<file path="config.mk">
export PLATFORM = sky130hd
export DESIGN_NAME = alu_pipe
export DESIGN_NICKNAME = d
export VERILOG_FILES = /design/src/rtl/alu_pipe.sv
export SDC_FILE = /design/constraint.sdc
export NUM_CORES = 1
export LEC_CHECK = 0
export ABC_CLOCK_PERIOD_IN_PS = 2400
export BUFFER_PORTS_ARGS = -buffer_cell sky130_fd_sc_hd__buf_2
export CORE_AREA = 5 5 170 172
export DETAILED_ROUTE_END_ITERATION = 10
export DIE_AREA = 0 0 175 177
export GPL_TIMING_DRIVEN = 0
export PLACE_DENSITY = 0.64
export SLEW_MARGIN = 20
export SYNTH_ARGS = -nofsm -noshare
export SYNTH_HDL_FRONTEND = slang
export SYNTH_SLANG_ARGS = --single-unit
</file>
<file path="constraint.sdc">
create_clock -name clk -period 2.4 [get_ports clk]
set_input_delay 0.48 -clock clk [delete_from_list [all_inputs] [get_ports clk]]
set_output_delay 0.48 -clock clk [all_outputs]
set_load 0.02 [all_outputs]
</file>
<file path="src/rtl/alu_pipe.sv">
// alu_pipe: integer ALU feeding a STAGES-deep pipeline whose output stage holds until consumed.
// Optional synchronous flush port is built only when ALU_PIPE_FLUSH_EN is defined.

package core_config_pkg;
    parameter int unsigned XLEN       = 32;
    parameter int unsigned REG_ADDR_W = 5;

    typedef enum logic [3:0] {
        c_ADD  = 4'd0,
        c_SUB  = 4'd1,
        c_AND  = 4'd2,
        c_OR   = 4'd3,
        c_XOR  = 4'd4,
        c_SLT  = 4'd5,
        c_SLTU = 4'd6,
        c_SLL  = 4'd7,
        c_SRL  = 4'd8,
        c_SRA  = 4'd9
    } alu_commands_t;
endpackage

module alu_pipe #(
    parameter int unsigned XLEN       = core_config_pkg::XLEN,
    parameter int unsigned STAGES     = 2,
    parameter int unsigned REG_ADDR_W = core_config_pkg::REG_ADDR_W
) (
    input  logic                          clk,
    input  logic                          rst_n,
    input  logic                          i_valid,
    input  logic [XLEN-1:0]               arg0,
    input  logic [XLEN-1:0]               arg1,
    input  core_config_pkg::alu_commands_t cmd,
    input  logic [REG_ADDR_W-1:0]         i_rd,
    input  logic                          clear,
`ifdef ALU_PIPE_FLUSH_EN
    input  logic                          flush,
`endif
    output logic                          busy,
    output logic                          i_error,
    output logic [XLEN-1:0]               res,
    output logic [REG_ADDR_W-1:0]         o_rd,
    output logic                          valid,
    output logic                          o_error
);

    localparam int unsigned SHW = $clog2(XLEN);
    // Each stage word packs {carry/borrow, destination tag, result}.
    localparam int unsigned DW  = XLEN + REG_ADDR_W + 1;

    logic                          w_supported;
    logic [XLEN-1:0]               w_result;
    logic                          w_carry;
    logic [XLEN:0]                 w_sum;
    logic [XLEN:0]                 w_diff;
    logic [SHW-1:0]                w_shamt;
    logic                          w_stall;
    logic                          w_accept;
    logic [DW-1:0]                 w_stage_in;
    logic [STAGES-1:0]             w_vld_next;
    logic [STAGES-1:0][DW-1:0]     w_data_next;

    logic [STAGES-1:0]             r_vld;
    logic [STAGES-1:0][DW-1:0]     r_data;
    logic                          r_ierr;

    assign w_sum   = {1'b0, arg0} + {1'b0, arg1};
    assign w_diff  = {1'b0, arg0} - {1'b0, arg1};
    assign w_shamt = arg1[SHW-1:0];

    always_comb begin
        w_supported = 1'b1;
        w_result    = '0;
        w_carry     = 1'b0;
        case (cmd)
            core_config_pkg::c_ADD: begin
                w_result = w_sum[XLEN-1:0];
                w_carry  = w_sum[XLEN];
            end
            core_config_pkg::c_SUB: begin
                w_result = w_diff[XLEN-1:0];
                w_carry  = w_diff[XLEN];
            end
            core_config_pkg::c_AND:  w_result = arg0 & arg1;
            core_config_pkg::c_OR:   w_result = arg0 | arg1;
            core_config_pkg::c_XOR:  w_result = arg0 ^ arg1;
            core_config_pkg::c_SLT:  w_result = {{(XLEN-1){1'b0}}, $signed(arg0) < $signed(arg1)};
            core_config_pkg::c_SLTU: w_result = {{(XLEN-1){1'b0}}, arg0 < arg1};
            core_config_pkg::c_SLL:  w_result = arg0 << w_shamt;
            core_config_pkg::c_SRL:  w_result = arg0 >> w_shamt;
            core_config_pkg::c_SRA:  w_result = $signed(arg0) >>> w_shamt;
            default:                 w_supported = 1'b0;
        endcase
    end

    // An unconsumed result freezes the whole pipe, including bubbles ahead of it.
    assign w_stall    = r_vld[STAGES-1] & ~clear;
    assign w_accept   = i_valid & ~w_stall & w_supported;
    assign w_stage_in = {w_carry, i_rd, w_result};

    if (STAGES == 1) begin : g_single
        assign w_vld_next  = w_accept;
        assign w_data_next = w_stage_in;
    end else begin : g_multi
        assign w_vld_next  = {r_vld[STAGES-2:0], w_accept};
        assign w_data_next = {r_data[STAGES-2:0], w_stage_in};
    end

    always_ff @(posedge clk or negedge rst_n) begin
        if (!rst_n) begin
            r_vld  <= '0;
            r_data <= '0;
            r_ierr <= 1'b0;
        end else begin
`ifdef ALU_PIPE_FLUSH_EN
            if (flush) begin
                r_vld  <= '0;
                r_ierr <= 1'b0;
            end else begin
`endif
                r_ierr <= i_valid & ~w_stall & ~w_supported;
                if (!w_stall) begin
                    r_vld  <= w_vld_next;
                    r_data <= w_data_next;
                end
`ifdef ALU_PIPE_FLUSH_EN
            end
`endif
        end
    end

    assign busy                  = w_stall;
    assign i_error               = r_ierr;
    assign valid                 = r_vld[STAGES-1];
    assign {o_error, o_rd, res}  = r_data[STAGES-1];

endmodule

</file>
==> reports/qor_table.md <==
| Parameter | This run | Unit |
| --- | --- | --- |
| Post-DRT Antenna Nets | 0 | - |
| Maximum net fanout on the critical path | 3 | - |
| Global routing met2 resource utilization | 62.1 | % |
| Max-cap violation count | 0 | - |
| Post-route worst setup slack | -0.835 | ns |
| Met1 usage | 49.8 | % |
| RSZ-0062 raised after global routing | true | - |
| Proportion of netlist area held by the largest area contributor | 16.4 | % |
| Detailed-route via count | 14.9k | - |
| Clock Root Buffer | sky130_fd_sc_hd__clkbuf_16 | - |
| Worst path max stage delay | 0.36 | ns |
| # setup viols final | 33 | - |
| Effective utilization at floorplan | 44.1 | % |
| Die ar. | 31000 | um2 |
| Met3 track utilization from global routing | 7.31 | % |
| Cell Area, Synth | 12100 | um2 |
| Nets in the synthesized netlist | 1849 | - |
| Number of warning messages in the yosys log | 0 | - |
| Kind of launch point of the worst setup path | input port | - |
| Cells after DPL | 2133 | - |
| Synthesis-to-layout area growth | 31.9 | % |
| Most crowded layer after global routing | met2 | - |
| Die span in x | 175 | um |
| Clock net sink count | 79 | - |
| Share of final-layout standard cells stronger than drive strength 1 | 32.3 | % |
| Final worst path period share | 135 | % |
| Post-place setup slack | -1.58 | ns |
| Vias per std cell | 6.67 | - |
| Final HPWL DP | 49700 | um |
| Routed wire length | 64300 | um |
| Rel. slew slack | 38.2 | % |
| WL per Instance | 28.9 | um |
| Post-layout minimum cycle time | 3.23 | ns |
| Hold slack | 0.0967 | ns |
| Number of global-route vias before repair | 14.3k | - |
| Flip-flop cell with the highest count after synthesis | sky130_fd_sc_hd__dfrtp_1 | - |
| Post-synthesis area per instance | 7.22 | um2 |
| Kind of capture point of the worst setup path | flip-flop | - |
| Total DRC errors in the routed layout | 0 | - |
| Class of the most critical hold timing path | in -> async | - |
| Boundary pin count | 118 | - |
| Clock latency at the later pin of the worst-skew pair | 0.33 | ns |
| Most area-consuming cells after synthesis | sky130_fd_sc_hd__dfrtp_1 16%, sky130_fd_sc_hd__ha_1 10%, sky130_fd_sc_hd__nand2_1 7.9% | - |
| Buffers added on ports | 116 | - |
| Req. time, crit path | 2.61 | ns |
| Area of the core | 27300 | um2 |
| Achievable clock frequency | 309 | MHz |
| Async set-or-reset flop fraction in the synthesized netlist | 100 | % |
| Clock tree buffer depth | 2 | - |
| Total power divided by cell area | 458 | nW/um2 |
| Crit-path most repeated cell | sky130_fd_sc_hd__buf_12 | - |
| Maximum vdd ir drop | 0.381 | mV |
| DR pass1 iterations | 8 | - |
| Sum of overflow across all layers after global routing | 0 | - |
| Last weighted congestion value of the routability-driven placer | 1.10 | - |
| Least-Margin Pin Slew | 0.919 | ns |
| Buffering stage count on the worst path with inverters included | 7 | - |
| Leading cell type in the layout, fill and taps excluded | sky130_fd_sc_hd__nand2_1 | - |
| CP cell instances | buf_8 > buf_8 > buf_12 > buf_12 > buf_12 > inv_12 > ha_4 > buf_6 > nor3_4 > o31ai_4 > o221ai_4 > a221oi_4 > a21o_1 > o31a_1 > a221oi_2 > a21oi_1 > o221a_1 | - |
| Violation count after the first detailed-route iteration | 1914 | - |
| Wire length of the first global-routing pass | 93000 | um |
| Max-slew violation count | 0 | - |
| Global routing usage summed across all routing layers | 39.9 | % |
| Highest-delay cell along the critical path | sky130_fd_sc_hd__o31a_1 | - |
| TritonCTS Buffers | 9 | - |
| Distinct cell type count after synthesis | 96 | - |
| Cell count after synthesis | 1670 | - |
| Final Hold Fails | 0 | - |
| Largest net degree at the start of global routing | 48 | - |
| Outcome | finished with violations | - |
| Max H-tree Level | 3 | - |
| Violated checks | setup timing | - |
| Cell taking the most area after synthesis | sky130_fd_sc_hd__dfrtp_1 | - |
| Post-synth EDFFs | 0 | - |
| Number of rows in the core area | 61 | - |
| Chip Height | 177 | um |
| Non-Filler Instances | 2229 | - |
| Total of flip-flops plus latches after synthesis | 79 | - |
| Number of nets in the final layout | 2057 | - |
| Final Power | 7.28 | mW |
| Initial antenna violation count | 2 | - |
| Clock tree from TritonCTS | yes | - |
| CP top delay family | compound AO/OA/AOI/OAI gates | - |
| Worst Clk Skew | 0.00586 | ns |
| Seq/Total Area, Yosys | 16.4 | % |
| Clock-pin slew reported for the worst setup and hold paths after clock tree synthesis | 0.06 | ns |
| Number of hold buffers added after CTS | 0 | - |
| LEAKAGE | 7.00 | nW |
| CP Class | in -> reg | - |
| Arrival time at the worst endpoint | 3.44 | ns |
| Most frequent cells in the layout | 247 x sky130_fd_sc_hd__nand2_1, 154 x sky130_fd_sc_hd__nor2_1, 123 x sky130_fd_sc_hd__a21oi_1 | - |
routing by layer:
layer / vias up / routed length, um
li1: 6422 / -
met1: 6894 / 23900
met2: 1187 / 27600
met3: 363 / 6730
met4: 4 / 6060
met5: - / 27
power by group:
part | switching [mW] | leakage, nW | internal (mW)
registers | 0.146 | 0.982 | 1.59
clock network | 0.492 | 0.143 | 0.828
logic | 2.58 | 5.87 | 1.64
total | 3.22 | 7.00 | 4.06
sequential cells by signal, indices dropped and copies added (netlist names):
signal	flops
r_data	38
r_vld	2
i_error	1
res	32
o_error	1
o_rd	5
through the flow:
stage	TNS, ns	utilization, %	cell area [um2]
finish	-15.13	58.2	15900
global route	-16.07	58.2	15900
CTS	-12.92	55.6	15200
detailed placement	-76.65	49.1	13400
global placement	-77.22	49.0	13400
floorplan	-9.45	-	12400
worst paths after layout:
| check | start | end | slack, ns | cells after the start |
|---|---|---|---|---|
| min in group clk | i_rd[0] | r_data[32]$_DFFE_PN0N_ | 0.35 | 3 |
| worst min register to register | r_vld[0]$_DFFE_PN0N_ | r_vld[0]$_DFFE_PN0N_ | 0.46 | 2 |
| worst min-delay path | rst_n | res[1]$_DFFE_PN0N_ | 0.1 | 1 |
| max in group asynchronous | rst_n | res[23]$_DFFE_PN0N_ | 1.72 | 2 |
| worst max-delay path | arg1[1] | r_data[27]$_DFFE_PN0N_ | -0.83 | 17 |
| worst max register to register | r_vld[1]$_DFFE_PN0N_ | r_data[28]$_DFFE_PN0N_ | -0.14 | 10 |
kinds of logic after synthesis:
kind of cell | count (synthesis) | share of synthesized area [%]
AOI/OAI and AO/OA | 567 | 30.7
and+or+nand+nor | 561 | 20.2
buffers and inverters | 257 | 10.2
adders and majority gates | 102 | 10.7
muxes | 91 | 10.8
DFF | 79 | 16.4
xor gates and xnor gates | 13 | 0.944
final cells by class:
| cell class | count | area (um2) |
|---|---|---|
| fill | 2627 | 11400 |
| multi-input combinational | 1334 | 10200 |
| sequential | 79 | 1980 |
| timing repair buffer | 204 | 1430 |
| buffer | 158 | 1210 |
| tap | 346 | 433 |
| inverter | 92 | 404 |
| clock buffer | 12 | 246 |
| clock inverter | 3 | 43.8 |
| antenna | 1 | 2.50 |
cells in the mapped netlist (all sizes together), types with 10 or more instances:
| library cell | number |
|---|---|
| o211ai | 39 |
| nor3 | 37 |
| buf | 96 |
| nand2b | 14 |
| mux2 | 23 |
| a22oi | 19 |
| o22ai | 18 |
| a31oi | 16 |
| a221oi | 16 |
| mux2i | 41 |
| nand2 | 253 |
| a21o | 13 |
| clkbuf | 69 |
| inv | 90 |
| nand3 | 23 |
| xnor2 | 10 |
| o21bai | 12 |
| mux4 | 27 |
| o31ai | 11 |
| dfrtp | 79 |
| ha | 100 |
| a21oi | 163 |
| o21ai | 136 |
| nor2 | 170 |
| a211oi | 25 |
| nor2b | 15 |
timing repair:
item / in CTS / in global routing
buffers inserted: 61 / 31
resized for setup: 259 / 149
pin swaps: 90 / 82
setup endpoints to repair: 78 / 63
gates cloned: 0 / 1
Power figures use the tool's default switching activity.
